<file path="config.mk">
export PLATFORM = sky130hd
export DESIGN_NAME = mem_access_stage
export DESIGN_NICKNAME = d
export VERILOG_FILES = /design/src/rtl/mips_defs.sv /design/src/rtl/load_align.sv /design/src/rtl/mem_access_stage.sv
export SDC_FILE = /design/constraint.sdc
export NUM_CORES = 1
export LEC_CHECK = 0
export CORE_ASPECT_RATIO = 0.5
export CORE_MARGIN = 2
export CORE_UTILIZATION = 40
export DETAILED_ROUTE_END_ITERATION = 7
export GPL_TIMING_DRIVEN = 0
export PLACE_DENSITY = 0.72
export REMOVE_ABC_BUFFERS = 1
export SETUP_SLACK_MARGIN = 0.15
export SLEW_MARGIN = 40
export SYNTH_ARGS = -nofsm -noshare
export SYNTH_HDL_FRONTEND = slang
export SYNTH_HIERARCHICAL = 1
export SYNTH_SLANG_ARGS = --single-unit
</file>
<file path="constraint.sdc">
create_clock -name clk -period 2.1 [get_ports clk]
set_input_delay 0.21 -clock clk [delete_from_list [all_inputs] [get_ports clk]]
set_output_delay 0.21 -clock clk [all_outputs]
set_load 0.01 [all_outputs]
</file>
<file path="src/rtl/mips_defs.sv">
// Shared definitions for the MIPS memory-access stage: opcodes, FSM states and byte-lane masks.
package mips_defs;

    localparam logic [5:0] OP_LB  = 6'b100000;
    localparam logic [5:0] OP_LH  = 6'b100001;
    localparam logic [5:0] OP_LW  = 6'b100011;
    localparam logic [5:0] OP_LBU = 6'b100100;
    localparam logic [5:0] OP_LHU = 6'b100101;
    localparam logic [5:0] OP_SB  = 6'b101000;
    localparam logic [5:0] OP_SH  = 6'b101001;
    localparam logic [5:0] OP_SW  = 6'b101011;

    typedef enum logic {
        ST_IDLE = 1'b0,
        ST_REQ  = 1'b1
    } memState_t;

    // Lane masks are big-endian: bit 3 enables bits [31:24].
    localparam logic [3:0] LANE_ALL     = 4'b1111;
    localparam logic [3:0] LANE_BYTE0   = 4'b1000;
    localparam logic [3:0] LANE_HALF_HI = 4'b1100;
    localparam logic [3:0] LANE_HALF_LO = 4'b0011;

    function automatic logic isLoadOp(input logic [5:0] op);
        case (op)
            OP_LB, OP_LH, OP_LW, OP_LBU, OP_LHU: return 1'b1;
            default:                             return 1'b0;
        endcase
    endfunction

    function automatic logic isStoreOp(input logic [5:0] op);
        case (op)
            OP_SB, OP_SH, OP_SW: return 1'b1;
            default:             return 1'b0;
        endcase
    endfunction

    function automatic logic isMisaligned(input logic [5:0] op, input logic [1:0] lowAddr);
        case (op)
            OP_LH, OP_LHU, OP_SH: return lowAddr[0];
            OP_LW, OP_SW:         return |lowAddr;
            default:              return 1'b0;
        endcase
    endfunction

endpackage

</file>
<file path="src/rtl/load_align.sv">
// Extracts and extends the addressed byte/halfword/word from a big-endian read word.
module load_align
    import mips_defs::*;
(
    input  logic [5:0]  i_op,
    input  logic [1:0]  i_lowAddr,
    input  logic [31:0] i_rdata,
    output logic [31:0] o_value
);

    logic [7:0]  w_byte;
    logic [15:0] w_half;

    always_comb begin
        w_byte = i_rdata[31:24];
        case (i_lowAddr)
            2'b00:   w_byte = i_rdata[31:24];
            2'b01:   w_byte = i_rdata[23:16];
            2'b10:   w_byte = i_rdata[15:8];
            default: w_byte = i_rdata[7:0];
        endcase
    end

    assign w_half = i_lowAddr[1] ? i_rdata[15:0] : i_rdata[31:16];

    always_comb begin
        o_value = 32'h0000_0000;
        case (i_op)
            OP_LB:   o_value = {{24{w_byte[7]}}, w_byte};
            OP_LBU:  o_value = {24'h00_0000, w_byte};
            OP_LH:   o_value = {{16{w_half[15]}}, w_half};
            OP_LHU:  o_value = {16'h0000, w_half};
            OP_LW:   o_value = i_rdata;
            default: o_value = 32'h0000_0000;
        endcase
    end

endmodule

</file>
<file path="src/rtl/mem_access_stage.sv">
// MIPS MEM stage plus MEM/WB register: req/ack data-bus loads/stores with upstream stall.
// Define MEM_ALIGN_EXC_EN to trap misaligned halfword/word accesses instead of aligning down.
module mem_access_stage
    import mips_defs::*;
#(
    parameter int ADDR_W = 32
) (
    input  logic              clk,
    input  logic              rst,
    input  logic              valid_i,
    input  logic [5:0]        aluop_i,
    input  logic [31:0]       mem_addr_i,
    input  logic [31:0]       reg2_i,
    input  logic [4:0]        wd_i,
    input  logic              wreg_i,
    input  logic [31:0]       wdata_i,
    input  logic              whilo_i,
    input  logic [31:0]       hi_i,
    input  logic [31:0]       lo_i,
    output logic              bus_req_o,
    output logic              bus_we_o,
    output logic [ADDR_W-1:0] bus_addr_o,
    output logic [3:0]        bus_sel_o,
    output logic [31:0]       bus_wdata_o,
    input  logic              bus_ack_i,
    input  logic [31:0]       bus_rdata_i,
    output logic              stall_req_o,
    output logic              valid_o,
    output logic [4:0]        wd_o,
    output logic              wreg_o,
    output logic [31:0]       wdata_o,
    output logic              whilo_o,
    output logic [31:0]       hi_o,
    output logic [31:0]       lo_o
`ifdef MEM_ALIGN_EXC_EN
    ,
    output logic              adel_o,
    output logic              ades_o,
    output logic [31:0]       badaddr_o
`endif
);

    memState_t   r_state;
    memState_t   w_nextState;
    logic        w_isLoad;
    logic        w_isStore;
    logic        w_misaligned;
    logic        w_startAccess;
    logic        w_stall;
    logic        w_busReq;
    logic [3:0]  w_laneSel;
    logic [31:0] w_laneData;
    logic [31:0] w_loadValue;

    logic [5:0]  r_op;
    logic [1:0]  r_lowAddr;
    logic [4:0]  r_wd;
    logic        r_wreg;
    logic [31:0] r_wdata;
    logic        r_whilo;
    logic [31:0] r_hi;
    logic [31:0] r_lo;

    assign w_isLoad  = isLoadOp(aluop_i);
    assign w_isStore = isStoreOp(aluop_i);

`ifdef MEM_ALIGN_EXC_EN
    assign w_misaligned = isMisaligned(aluop_i, mem_addr_i[1:0]);
`else
    assign w_misaligned = 1'b0;
`endif

    assign w_startAccess = valid_i && (w_isLoad || w_isStore) && !w_misaligned;

    always_ff @(posedge clk) begin
        if (rst) begin
            r_state <= ST_IDLE;
        end else begin
            r_state <= w_nextState;
        end
    end

    always_comb begin
        w_nextState = r_state;
        w_stall     = 1'b0;
        w_busReq    = 1'b0;
        case (r_state)
            ST_IDLE: begin
                if (w_startAccess) begin
                    w_nextState = ST_REQ;
                    w_stall     = 1'b1;
                end
            end
            ST_REQ: begin
                w_busReq = 1'b1;
                w_stall  = !bus_ack_i;
                if (bus_ack_i) begin
                    w_nextState = ST_IDLE;
                end
            end
            default: w_nextState = ST_IDLE;
        endcase
        if (rst) begin
            w_stall = 1'b0;
        end
    end

    assign stall_req_o = w_stall;
    assign bus_req_o   = w_busReq;

    // Stores replicate the data across lanes so the bus only needs to honour sel.
    always_comb begin
        w_laneSel  = LANE_ALL;
        w_laneData = 32'h0000_0000;
        case (aluop_i)
            OP_SB: begin
                w_laneSel  = LANE_BYTE0 >> mem_addr_i[1:0];
                w_laneData = {4{reg2_i[7:0]}};
            end
            OP_SH: begin
                w_laneSel  = mem_addr_i[1] ? LANE_HALF_LO : LANE_HALF_HI;
                w_laneData = {2{reg2_i[15:0]}};
            end
            OP_SW: begin
                w_laneSel  = LANE_ALL;
                w_laneData = reg2_i;
            end
            default: begin
                w_laneSel  = LANE_ALL;
                w_laneData = 32'h0000_0000;
            end
        endcase
    end

    always_ff @(posedge clk) begin
        if (rst) begin
            bus_addr_o  <= '0;
            bus_we_o    <= 1'b0;
            bus_sel_o   <= 4'b0000;
            bus_wdata_o <= 32'h0000_0000;
            r_op        <= 6'b000000;
            r_lowAddr   <= 2'b00;
            r_wd        <= 5'd0;
            r_wreg      <= 1'b0;
            r_wdata     <= 32'h0000_0000;
            r_whilo     <= 1'b0;
            r_hi        <= 32'h0000_0000;
            r_lo        <= 32'h0000_0000;
        end else if (r_state == ST_IDLE && w_startAccess) begin
            bus_addr_o  <= {mem_addr_i[ADDR_W-1:2], 2'b00};
            bus_we_o    <= w_isStore;
            bus_sel_o   <= w_laneSel;
            bus_wdata_o <= w_laneData;
            r_op        <= aluop_i;
            r_lowAddr   <= mem_addr_i[1:0];
            r_wd        <= wd_i;
            r_wreg      <= wreg_i;
            r_wdata     <= wdata_i;
            r_whilo     <= whilo_i;
            r_hi        <= hi_i;
            r_lo        <= lo_i;
        end
    end

    load_align u_loadAlign (
        .i_op      (r_op),
        .i_lowAddr (r_lowAddr),
        .i_rdata   (bus_rdata_i),
        .o_value   (w_loadValue)
    );

    // MEM/WB register: bubbles force the write enables low so WB never commits them.
    always_ff @(posedge clk) begin
        if (rst) begin
            valid_o <= 1'b0;
            wd_o    <= 5'd0;
            wreg_o  <= 1'b0;
            wdata_o <= 32'h0000_0000;
            whilo_o <= 1'b0;
            hi_o    <= 32'h0000_0000;
            lo_o    <= 32'h0000_0000;
`ifdef MEM_ALIGN_EXC_EN
            adel_o    <= 1'b0;
            ades_o    <= 1'b0;
            badaddr_o <= 32'h0000_0000;
`endif
        end else begin
`ifdef MEM_ALIGN_EXC_EN
            adel_o <= 1'b0;
            ades_o <= 1'b0;
`endif
            case (r_state)
                ST_IDLE: begin
                    if (!valid_i || w_startAccess) begin
                        valid_o <= 1'b0;
                        wreg_o  <= 1'b0;
                        whilo_o <= 1'b0;
`ifdef MEM_ALIGN_EXC_EN
                    end else if (w_misaligned) begin
                        valid_o   <= 1'b1;
                        wd_o      <= wd_i;
                        wreg_o    <= 1'b0;
                        wdata_o   <= wdata_i;
                        whilo_o   <= 1'b0;
                        hi_o      <= hi_i;
                        lo_o      <= lo_i;
                        adel_o    <= w_isLoad;
                        ades_o    <= w_isStore;
                        badaddr_o <= mem_addr_i;
`endif
                    end else begin
                        valid_o <= 1'b1;
                        wd_o    <= wd_i;
                        wreg_o  <= wreg_i;
                        wdata_o <= wdata_i;
                        whilo_o <= whilo_i;
                        hi_o    <= hi_i;
                        lo_o    <= lo_i;
                    end
                end
                ST_REQ: begin
                    if (bus_ack_i) begin
                        valid_o <= 1'b1;
                        wd_o    <= r_wd;
                        wreg_o  <= r_wreg;
                        wdata_o <= isLoadOp(r_op) ? w_loadValue : r_wdata;
                        whilo_o <= r_whilo;
                        hi_o    <= r_hi;
                        lo_o    <= r_lo;
                    end else begin
                        valid_o <= 1'b0;
                        wreg_o  <= 1'b0;
                        whilo_o <= 1'b0;
                    end
                end
                default: begin
                    valid_o <= 1'b0;
                    wreg_o  <= 1'b0;
                    whilo_o <= 1'b0;
                end
            endcase
        end
    end

endmodule

</file>
==> metrics <==
status=complete, but fails checks; failing checks=setup timing; Synth area leaders=dfxtp_1 (45%), nand2_1 (8.4%), mux2i_1 (6.3%), a21oi_1 (5.8%), a211oi_1 (4.1%); Slew Limit Fails=0; num rows=45; chip width=254 µm; final core occ=0.622; Yosys cell types=58; fin crit share=1.03; clock share of power=0.379; clock slew at reported path FFs=0.07 ns; Worst Path Max Fanout=8; Avg Cell Area, Syn=8.78 µm²; Synth top area share=0.453; final setup fails=10; Die Span Y=129 µm; Num CTS Buffers=27; HPWL after DPL=29,400 µm; wire length per cell=22.5 µm; setup slack after layout=-0.0660 ns; flops & latches, synth=283; CTS root buf=clkbuf_16; worst min path class=in2reg; share of layout cells above drive strength 1=0.142; final antenna-violating net count=0; P_int=9.64 mW; Final Hold Fails=0; Max VDD drop=0.533 mV; Tightest Pin Transition=0.806 ns; Detailed Routing Iterations Pass 1=5; first-pass GRT wire length=71,900 µm; Cell Chain, Critical Path=buf_12 > buf_6 > mux4_2 > and4bb_4 > a221o_1 > and3_4 > a221oi_2 > o41ai_2; leak pwr=6.77 nW; clock sinks=283; via count=13,000; Synth Instances=1,423; Clock Tree Buf Depth=3; RSZ-0062 raised after global routing=yes; most frequent cells in the layout=clkdlybuf4s50_1 (376), nand2_1 (279), dfxtp_1 (275); Comb pwr share=0.182; Max-slew headroom=0.461; slowest cell on the critical path=dfxtp_4; Synth warnings=6; crit path kind=reg2reg; PortBufs=381; most common cell after layout, fill and taps aside=clkdlybuf4s50_1; area leader, netlist=dfxtp_1; Starting DRT DRC Count=1,137; Clk Latency, worst-skew pair=0.56 ns; Final TNS setup=-0.218 ns; final wirelength=50,400 µm; Core Footprint=0.0305 mm²; aggregate global-route resource usage=0.280; sequential power share=0.439; pre-CTS WS=-1.43 ns; boundary pin count=384; minimum clock period=2.17 ns; Switching Fraction=0.266; largest net degree at the start of global routing=77; gr ovfl total=0; Sw Pwr=3.49 mW; WP data required=2.53 ns; fmax=462 MHz; fin area=0.0190 mm²; max_cap viols=0; GP Congestion=0.876; clk_skew=0.0161 ns; Worst path max stage delay=0.36 ns; register area share after synthesis=0.453; Cell Area, Synth=0.0125 mm²; cts-stage hold buffer count=0; number of global-route vias before repair=12,000; CTS tree=yes; Initial Util=0.410; Critical Path Source Type=register; vias per std cell=5.79; Power Dens Cells=692 mW/mm²; Worst setup EP type=register; CP arrival=2.59 ns; antenna violations before repair=4; residual DRC count=0; Area Growth Syn to Fin=51.8%; Die ar.=0.0328 mm²; fin nets=2,004; H-tree Lvls=1; Post-Place Cell Area=0.0167 mm²
worst max-delay path: cells and delay by family, from the launching register on:
family,cells,cell delay [ns]
AOI/OAI and AO/OA,3,0.66
buffers and inverters,2,0.26
DFF,1,0.36
muxes,1,0.31
and+or+nand+nor,2,0.47
timing repair:
item                                    in CTS  in global routing
cloned                                      14                  8
pin swaps                                   50                 33
setup buffers                               42                 15
gates resized for setup                     81                 66
hold endpoints to repair                     0                  0
endpoints found under the setup margin     278                128
synthesized netlist by cell type, drive strengths merged:
master and number:
nand4bb 1, nand2 281, and3 36, nand4 32, a311oi 4, o2bb2ai 16
a22o 10, nor2 52, o41ai 32, mux2i 79, dfxtp 283, clkbuf 79
nand3 17, and4bb 1, nand2b 6, a21oi 146, o21ai 19, a221oi 32
a22oi 16, nor2b 4, nor4bb 1, nor4b 1, nor3 70, inv 4
a211oi 70, o21bai 1, clkinv 2, mux4 8, a21o 3, a2111o 1
a221o 24, and3b 9, a211o 1, conb 1, or3 1, and2 8
buf 69, nor4 1, mux2 1, o21a 1
flip-flops by register name (all words and copies together) (netlist names):
signal	cells
r_lowAddr	2
r_wdata	32
r_wreg	1
whilo_o	1
bus_wdata_o	32
bus_addr_o	30
r_op	6
valid_o	1
r_whilo	1
bus_sel_o	4
hi_o	32
bus_we_o	1
wreg_o	1
r_state	1
r_hi	32
wdata_o	32
wd_o	5
r_lo	32
r_wd	5
lo_o	32
stage by stage:
stage	total power, mW	std cells	hold slack, ns
3_5_place_dp	7.99	2110	0.446
4_1_cts	13.1	2214	0.0509
3_3_place_gp	7.95	2080	0.441
2_1_floorplan	6.67	1276	0.279
6_report	13.1	2243	0.0497
5_1_grt	13.6	2241	0.0715
power groups by stage:
stage | Clock [mW] | Sequential [mW] | Combinational [mW]
2_1_floorplan | 0 | 6.00 | 0.668
3_3_place_gp | 0 | 5.92 | 2.03
3_5_place_dp | 0 | 5.90 | 2.08
4_1_cts | 5.04 | 5.77 | 2.25
5_1_grt | 5.31 | 5.79 | 2.52
6_report | 4.98 | 5.77 | 2.39
cell type report:
type	instances	area [µm²]
Fill cell	2549	11500
Antenna cell	6	15.0
Inverter	6	26.3
Sequential cell	283	5700
Clock inverter	6	62.6
Timing Repair Buffer	477	5130
Multi-Input combinational cell	1000	6700
Clock buffer	42	822
Tap cell	423	529
final timing paths:
path | start | end | slack (ns) | cells past startpoint
worst max-delay path | r_lowAddr[1] | wdata_o[13] | -0.07 | 8
worst min-delay path | rst | r_lo[9] | 0.05 | 2
worst max register to register | r_lowAddr[1] | wdata_o[13] | -0.07 | 8
worst min register to register | bus_addr_o[22] | bus_addr_o[22] | 0.45 | 2
cells by family (layout without fill, tap and decap cells):
| kind of cell | Yosys count | in the layout | share of synthesized area |
|---|---|---|---|
| DFF | 283 | 283 | 0.453 |
| muxes | 88 | 89 | 0.0807 |
| and+or+nand+nor | 521 | 529 | 0.192 |
| AOI/OAI and AO/OA | 376 | 380 | 0.213 |
| other | 1 | 8 | 0.000300 |
| buffers and inverters | 154 | 531 | 0.0608 |
layer usage:
metal | routed length, µm | global-route usage | share of wire | vias to the layer above
met5 | 0 | 0 | 0 | -
met4 | 2230 | 0.113 | 0.044 | 0
met3 | 3700 | 0.0494 | 0.073 | 139
met2 | 23800 | 0.466 | 0.47 | 642
met1 | 20600 | 0.363 | 0.41 | 6248
li1 | - | - | - | 5961
Note: power is estimated with default switching activity, not from simulation.
